--- config.mk ---
export PLATFORM = sky130hd
export DESIGN_NAME = mem_arbiter
export DESIGN_NICKNAME = d
export VERILOG_FILES = /design/src/rtl/mem_arbiter.sv
export SDC_FILE = /design/constraint.sdc
export NUM_CORES = 1
export LEC_CHECK = 0
export ABC_CLOCK_PERIOD_IN_PS = 5380
export BUFFER_PORTS_ARGS = -buffer_cell sky130_fd_sc_hd__buf_2
export CELL_PAD_IN_SITES_DETAIL_PLACEMENT = 1
export CELL_PAD_IN_SITES_GLOBAL_PLACEMENT = 1
export CORE_MARGIN = 2
export CORE_UTILIZATION = 39
export DETAILED_ROUTE_END_ITERATION = 8
export PLACE_DENSITY_LB_ADDON = 0.3
export SYNTH_ARGS = -nofsm -noshare
export SYNTH_HDL_FRONTEND = slang
export SYNTH_SLANG_ARGS = --single-unit
--- constraint.sdc ---
create_clock -name clk -period 5.38 [get_ports clk]
set_clock_uncertainty 0.05 [all_clocks]
set_input_delay 0.269 -clock clk [delete_from_list [all_inputs] [get_ports clk]]
set_output_delay 0.269 -clock clk [all_outputs]
set_load 0.1 [all_outputs]
--- src/rtl/mem_arbiter.sv ---
// mem_arbiter: shares one single-ported memory between the instruction-fetch
// port and the load/store port. Round-robin on ties, registered outputs and
// a wait-state watchdog that completes a stuck access with an error.
module mem_arbiter #(
  parameter int AW      = 32,
  parameter int DW      = 32,
  parameter int TIMEOUT = 16
) (
  input  logic          clk,
  input  logic          reset,
  input  logic          i_req,
  input  logic [AW-1:0] i_addr,
  output logic [DW-1:0] i_rdata,
  output logic          i_ack,
  output logic          i_err,
  input  logic          d_req,
  input  logic          d_we,
  input  logic [AW-1:0] d_addr,
  input  logic [DW-1:0] d_wdata,
  output logic [DW-1:0] d_rdata,
  output logic          d_ack,
  output logic          d_err,
  output logic          m_req,
  output logic          m_we,
  output logic [AW-1:0] m_addr,
  output logic [DW-1:0] m_wdata,
  input  logic [DW-1:0] m_rdata,
  input  logic          m_ack,
  output logic          gnt_d
);

  // Wide enough to hold TIMEOUT-1; the expiry check fires before any wrap.
  localparam int CW = (TIMEOUT < 1) ? 1 : $clog2(TIMEOUT + 1);

  typedef enum logic [2:0] {IDLE, BUSY_I, BUSY_D, RESP_I, RESP_D} state_t;

  state_t          state_reg, state_next;
  logic            last_d_reg, last_d_next;
  logic [CW-1:0]   cnt_reg, cnt_next;
  logic            m_req_reg, m_req_next;
  logic            m_we_reg, m_we_next;
  logic [AW-1:0]   m_addr_reg, m_addr_next;
  logic [DW-1:0]   m_wdata_reg, m_wdata_next;
  logic [DW-1:0]   i_rdata_reg, i_rdata_next;
  logic            i_ack_reg, i_ack_next;
  logic            i_err_reg, i_err_next;
  logic [DW-1:0]   d_rdata_reg, d_rdata_next;
  logic            d_ack_reg, d_ack_next;
  logic            d_err_reg, d_err_next;
  logic            gnt_d_reg, gnt_d_next;
  logic            wd_expire;
  logic            grant_d;

  // Watchdog fires on the last allowed wait cycle; an m_ack in that same
  // cycle takes priority in the FSM below.
  assign wd_expire = (TIMEOUT != 0) && (cnt_reg == CW'(TIMEOUT - 1));

  // Data wins in IDLE if it is alone, or if both wait and fetch went last.
  assign grant_d = d_req && (!i_req || !last_d_reg);

  // State and output registers; reset abandons any transfer in flight.
  always_ff @(posedge clk or negedge reset) begin
    if (!reset) begin
      state_reg   <= IDLE;
      last_d_reg  <= 1'b1;
      cnt_reg     <= '0;
      m_req_reg   <= 1'b0;
      m_we_reg    <= 1'b0;
      m_addr_reg  <= '0;
      m_wdata_reg <= '0;
      i_rdata_reg <= '0;
      i_ack_reg   <= 1'b0;
      i_err_reg   <= 1'b0;
      d_rdata_reg <= '0;
      d_ack_reg   <= 1'b0;
      d_err_reg   <= 1'b0;
      gnt_d_reg   <= 1'b0;
    end else begin
      state_reg   <= state_next;
      last_d_reg  <= last_d_next;
      cnt_reg     <= cnt_next;
      m_req_reg   <= m_req_next;
      m_we_reg    <= m_we_next;
      m_addr_reg  <= m_addr_next;
      m_wdata_reg <= m_wdata_next;
      i_rdata_reg <= i_rdata_next;
      i_ack_reg   <= i_ack_next;
      i_err_reg   <= i_err_next;
      d_rdata_reg <= d_rdata_next;
      d_ack_reg   <= d_ack_next;
      d_err_reg   <= d_err_next;
      gnt_d_reg   <= gnt_d_next;
    end
  end

  // Next-state and next-output logic; acks are single-cycle pulses by default.
  always_comb begin
    state_next   = state_reg;
    last_d_next  = last_d_reg;
    cnt_next     = cnt_reg;
    m_req_next   = m_req_reg;
    m_we_next    = m_we_reg;
    m_addr_next  = m_addr_reg;
    m_wdata_next = m_wdata_reg;
    i_rdata_next = i_rdata_reg;
    i_ack_next   = 1'b0;
    i_err_next   = 1'b0;
    d_rdata_next = d_rdata_reg;
    d_ack_next   = 1'b0;
    d_err_next   = 1'b0;
    case (state_reg)
      IDLE: begin
        if (grant_d) begin
          m_addr_next  = d_addr;
          m_we_next    = d_we;
          m_wdata_next = d_wdata;
          m_req_next   = 1'b1;
          cnt_next     = '0;
          last_d_next  = 1'b1;
          state_next   = BUSY_D;
        end else if (i_req) begin
          m_addr_next  = i_addr;
          m_we_next    = 1'b0;
          m_req_next   = 1'b1;
          cnt_next     = '0;
          last_d_next  = 1'b0;
          state_next   = BUSY_I;
        end
      end
      BUSY_I: begin
        if (m_ack) begin
          m_req_next   = 1'b0;
          m_we_next    = 1'b0;
          i_rdata_next = m_rdata;
          i_ack_next   = 1'b1;
          state_next   = RESP_I;
        end else if (wd_expire) begin
          m_req_next   = 1'b0;
          m_we_next    = 1'b0;
          i_rdata_next = '0;
          i_ack_next   = 1'b1;
          i_err_next   = 1'b1;
          state_next   = RESP_I;
        end else begin
          cnt_next = cnt_reg + 1'b1;
        end
      end
      BUSY_D: begin
        if (m_ack) begin
          m_req_next = 1'b0;
          m_we_next  = 1'b0;
          if (!m_we_reg) begin
            d_rdata_next = m_rdata;
          end
          d_ack_next = 1'b1;
          state_next = RESP_D;
        end else if (wd_expire) begin
          m_req_next   = 1'b0;
          m_we_next    = 1'b0;
          d_rdata_next = '0;
          d_ack_next   = 1'b1;
          d_err_next   = 1'b1;
          state_next   = RESP_D;
        end else begin
          cnt_next = cnt_reg + 1'b1;
        end
      end
      RESP_I, RESP_D: begin
        state_next = IDLE;
      end
      default: begin
        state_next = IDLE;
      end
    endcase
    gnt_d_next = (state_next == BUSY_D) || (state_next == RESP_D);
  end

  assign m_req   = m_req_reg;
  assign m_we    = m_we_reg;
  assign m_addr  = m_addr_reg;
  assign m_wdata = m_wdata_reg;
  assign i_rdata = i_rdata_reg;
  assign i_ack   = i_ack_reg;
  assign i_err   = i_err_reg;
  assign d_rdata = d_rdata_reg;
  assign d_ack   = d_ack_reg;
  assign d_err   = d_err_reg;
  assign gnt_d   = gnt_d_reg;

endmodule

---- Word level (Yosys, flattened, before mapping) ----
Index checks and enable logic that the tools add are counted.
storage, ports and cells
  register bits after elaboration ......... 144
  input bits .............................. 134
  output and inout bits ................... 135
  word-level logic and storage cells ...... 75
cells by class
  add/subtract/negate cells ............... 1
  equal/unequal tests ..................... 10
  multiplexer cells ....................... 34
  reductions and logical operators ........ 16
operators with widths
  cell                                                    count
  two-way mux 32 bit                                      6
  two-way mux 5 bit                                       4
  two-way mux 3 bit                                       6
  two-way mux 1 bit                                       14
  one-hot mux 5 bit (2 select lines)                      1
  one-hot mux 3 bit (3 select lines)                      1
  equality test 3 x 2 -> 1 bit (second input constant)    2
  inequality test 2 bit (second input constant)           3
  AND reduction 2 bit                                     3
  AND reduction 3 bit                                     2
  nonzero test 2 bit                                      3
  adder 5 x 1 -> 5 bit (second input constant)            1
  equality test 5 x 4 -> 1 bit (second input constant)    1
  one-hot mux 1 bit (2 select lines)                      2
  AND reduction 4 bit                                     1
  equality test 3 x 1 -> 1 bit (second input constant)    1
  equality test 3 bit (second input constant)             1
  logical NOT 3 bit                                       1
  inequality test 3 x 1 -> 1 bit (second input constant)  1
  inequality test 3 bit (second input constant)           1
  logical NOT 1 bit                                       2
  logical OR 1 bit                                        2
  OR reduction 2 bit                                      1
  logical AND 1 bit                                       1

---- Logic depth before layout (Yosys ltp) ----
  word-level depth ........................ 7
  depth in mapped cells ................... 8
  gate-level depth less buffers ........... 6

---- Worst setup path after synthesis ----
OpenSTA, ideal clock, no wires.
  kind .................................... register to register
  from .................................... register cnt_reg[0]
  to ...................................... register cnt_reg[1]
  library setup time ...................... 144 ps
  arrival ................................. 1832 ps
  data required time ...................... 5186 ps
  slack ................................... 3354 ps
  stages on the path, launching flop included .. 8
  buffers on the path ..................... 1
  clock period less this slack ............ 2026 ps
  path through ............................ dfrtp_1 -> ha_1 -> and3_1 -> ha_1 -> or2_0 -> clkbuf_2 -> a2111oi_2 -> o22ai_1
between the ends
  cells in the longest elaborated chain, start to end .. 4
  elaborated cells between the ends (all ways) .. 7
ends and longest elaborated chain
  what                                RTL line  source
  start, declared                     39        logic [CW-1:0] cnt_reg, cnt_next;
  start signal, assigned              81        cnt_reg <= cnt_next;
  adder 5 x 1 -> 5 bit                145, 165
  two-way mux 5 bit                   137, 157
  two-way mux 5 bit                   131       if (m_ack) begin
  one-hot mux 5 bit (2 select lines)  111       case (state_reg)
Several ways; a longest one is shown, not always the timed one. The select of a mux whose other input is x is not followed.
A chain may end at the register's enable or synchronous reset.

---- Final worst setup path ----
  from .................................... register cnt_reg[0]
  to ...................................... register i_rdata_reg[4], in the netlist i_rdata[4]
between the ends
  cells in the longest elaborated chain, start to end .. 3
ends and longest elaborated chain
  what                           RTL line  source
  equality test 5 x 4 -> 1 bit   56        assign wd_expire = (TIMEOUT != 0) && (cnt_reg == CW'(TIMEOUT - 1));
  nonzero test 2 bit (no line)   n/a
  AND reduction 2 bit (no line)  n/a
  end signal, assigned           86        i_rdata_reg <= i_rdata_next;
  end, declared                  44        logic [DW-1:0] i_rdata_reg, i_rdata_next;
Every way passes these cells.

==> impl_metrics.env <==
export IMPL_fillers=1671
export IMPL_grt_pass1_vias=4847
export IMPL_cts_tree="built"
export IMPL_gp_congestion=0.790
export IMPL_hold_path_cell_count=2
export IMPL_layout_drive_gt1_share_pct=55.6
export IMPL_synth_async_reset_ratio_pct=100
export IMPL_ys_warn_count=0
export IMPL_syn_to_final_growth_pct=34.5
export IMPL_root_buffer="clkbuf_16"
export IMPL_clkSinkCount=144
export IMPL_grt_max_degree=94
export IMPL_die_w_um=129
export IMPL_critPathMaxFanout=18
export IMPL_drc=0
export IMPL_slew_viol_final=0
export IMPL_cp_data_required_time_ns=5.63
export IMPL_cts_resized=0
export IMPL_rsz0062_at_grt="no"
export IMPL_timing_hold_ws_ns=0.0342
export IMPL_post_route_min_period_ns=2.85
export IMPL_final_setup_tns_ns=0
export IMPL_ys_types=41
export IMPL_die_y_um=129
export IMPL_cts_clk_slew_worst_paths_ns=0.06
export IMPL_use_met3_pct=5.74
export IMPL_yosysTopAreaCellShare_pct=58.5
export IMPL_regToRegStartpoint="cnt_reg[0]"
export IMPL_ant_nets=0
export IMPL_yosysMostFrequentCell="dfrtp_1"
export IMPL_syn_area_per_cell_sq_um=13.5
export IMPL_rows=45
export IMPL_grt_use_met1_pct=24.1
export IMPL_gr_total_overflow=0
export IMPL_fin_nets=853
export IMPL_post_cts_buffers=0
export IMPL_endpoint_kind="flip-flop"
export IMPL_synth_area_sq_um=6110
export IMPL_drv_cap=0
export IMPL_timing_fmax_mhz=351
export IMPL_yosysTopAreaCell="dfrtp_1"
export IMPL_cts_buffers=17
export IMPL_syn_num_nets=588
export IMPL_portBuffers=268
export IMPL_ff2ff_setup_slack_ns=2.53
export IMPL_status="finished, final reports clean"
export IMPL_start_util_pct=40.1
export IMPL_routed_wl_um=16500
export IMPL_holdPathEnd="i_rdata[19]"
export IMPL_busiest_layer="met2"
export IMPL_yosysSeqAreaShare_pct=59.0
export IMPL_multiInputGateArea_sq_um=2160
export IMPL_yosys_most_used_dff="dfrtp_1"
export IMPL_grt_first_pass_wirelength_um=25500
export IMPL_worst_pin_slew_ns=0.841
export IMPL_register_area_sq_um=3600
export IMPL_yosys_register_bits=144
export IMPL_dp_hpwl_um=12000
export IMPL_synth_edff_count=0
export IMPL_period_share_pct=53.0
export IMPL_cts_buffer_depth=2
export IMPL_vias_per_cell=4.79
export IMPL_routedWlPerCell_um=17.5
export IMPL_synth_common_cells="dfrtp_1, mux2_2, inv_1, nand2_1, mux2i_1"
export IMPL_drt_pass1_iterations=4
export IMPL_timing_rr_end="i_rdata[4]"
export IMPL_setup_violations=0
export IMPL_coreArea_sq_um=15300
export IMPL_ios=269
export IMPL_postSynthCellCount=452
export IMPL_grt_usage_pct=19.8
export IMPL_hold_viol_final=0
export IMPL_die_area_sq_um=16700
export IMPL_hp_class="in -> reg"
export IMPL_antenna_found_initial=1
export IMPL_relSlewSlack_pct=44.0
export IMPL_worstPathArrival_ns=3.10
export IMPL_drt_iter0_drc=150
export IMPL_worstSetupStartpointType="flip-flop"
export IMPL_cts_htree_levels=4
export IMPL_clk_latency_ns=0.41
export IMPL_min_from="m_rdata[19]"
export IMPL_met2_usage_pct=34.1
export IMPL_ys_top_cells_by_area="dfrtp_1, mux2_2, mux2i_1"
export IMPL_r2r_cells=7
export IMPL_vias=4515
export IMPL_worstSetupPathType="reg -> reg"
==> final cells by class <==
class	count	area share (%)
clock inverters	13	2.56
repair buffers	275	17.1
multi-input cells	240	26.3
inverters	39	1.78
diodes	1	0.0304
flip-flops and latches	144	43.8
clock buffers	19	5.26
well taps	211	3.21
==> metrics by stage <==
step	util (%)	cells	area, sq um	worst slack, ns
final	53.9	942	8230	2.53
after floorplan	-	452	6110	3.35
after detailed placement	49.6	908	7570	2.52
after global routing	53.9	941	8220	2.31
after global placement	49.6	908	7570	2.65
after CTS	53.9	941	8220	2.49
==> critical path, cell delays in order, from the launching register on <==
cell,delay [ns]
dfrtp_1,0.38
ha_1,0.21
and3_1,0.17
ha_1,0.19
or2_0,0.39
nand3_1,0.63
buf_4,0.44
a22o_1,0.26
==> how the worst max path moves through the flow <==
stage | depth (start not counted) | slack [ns] | start | endpoint
detailed placement | 7 | 2.52 | cnt_reg[0] | i_rdata[4]
CTS | 7 | 2.49 | cnt_reg[0] | i_rdata[4]
global route | 7 | 2.31 | cnt_reg[0] | i_rdata[4]
finish | 7 | 2.53 | cnt_reg[0] | i_rdata[4]
floorplan | 7 | 3.35 | cnt_reg[0] | cnt_reg[1]
global placement | 7 | 2.65 | cnt_reg[0] | i_rdata[8]
==> layer usage <==
metal / part of all wire [%] / wire [um] / vias up
met5: 0 / 0 / -
met3: 7.5 / 1240 / 14
li1: - / - / 2101
met4: 1.3 / 212 / 0
met1: 41 / 6780 / 2220
met2: 50 / 8280 / 180
==> cells by family after synthesis <==
group / count (synthesis) / synth area share (%)
multiplexers: 130 / 23.2
XOR/XNOR: 2 / 0.287
AO/OA/AOI/OAI: 51 / 7.02
adder cells (fa/ha/maj): 2 / 0.409
AND/OR/NAND/NOR: 55 / 4.22
buffers and inverters: 68 / 5.87
flip-flops: 144 / 59.0
==> what timing repair did <==
item / CTS / global route
endpoints found under the hold margin: 92 / 0
hold buffers: 1 / 0
setup endpoints to repair: 0 / 0
==> placed cells by master, fill, tap and decap left out, types with 2 or more instances in the layout <==
| cell type | Yosys | final |
|---|---|---|
| buf_2 | 10 | 267 |
| dfrtp_1 | 143 | 143 |
| mux2_2 | 96 | 96 |
| inv_1 | 39 | 39 |
| nand2_1 | 35 | 35 |
| mux2i_1 | 34 | 34 |
| a22o_1 | 32 | 32 |
| clkbuf_16 | 0 | 17 |
| buf_4 | 4 | 6 |
| bufinv_16 | 0 | 5 |
| nand3_1 | 4 | 4 |
| nor3_1 | 3 | 3 |
| nor2_1 | 3 | 3 |
| o21a_1 | 3 | 3 |
| and3_1 | 2 | 2 |
| and4b_1 | 2 | 2 |
| a31oi_1 | 2 | 2 |
| o22ai_1 | 2 | 2 |
| ha_1 | 2 | 2 |
| clkbuf_1 | 4 | 2 |
| clkinv_4 | 0 | 2 |
| clkinv_2 | 0 | 2 |
| clkinvlp_4 | 0 | 2 |
| inv_6 | 0 | 2 |
Power is not shown: default switching activity piles up to over one toggle a cycle in this logic, so the estimate is an artifact.
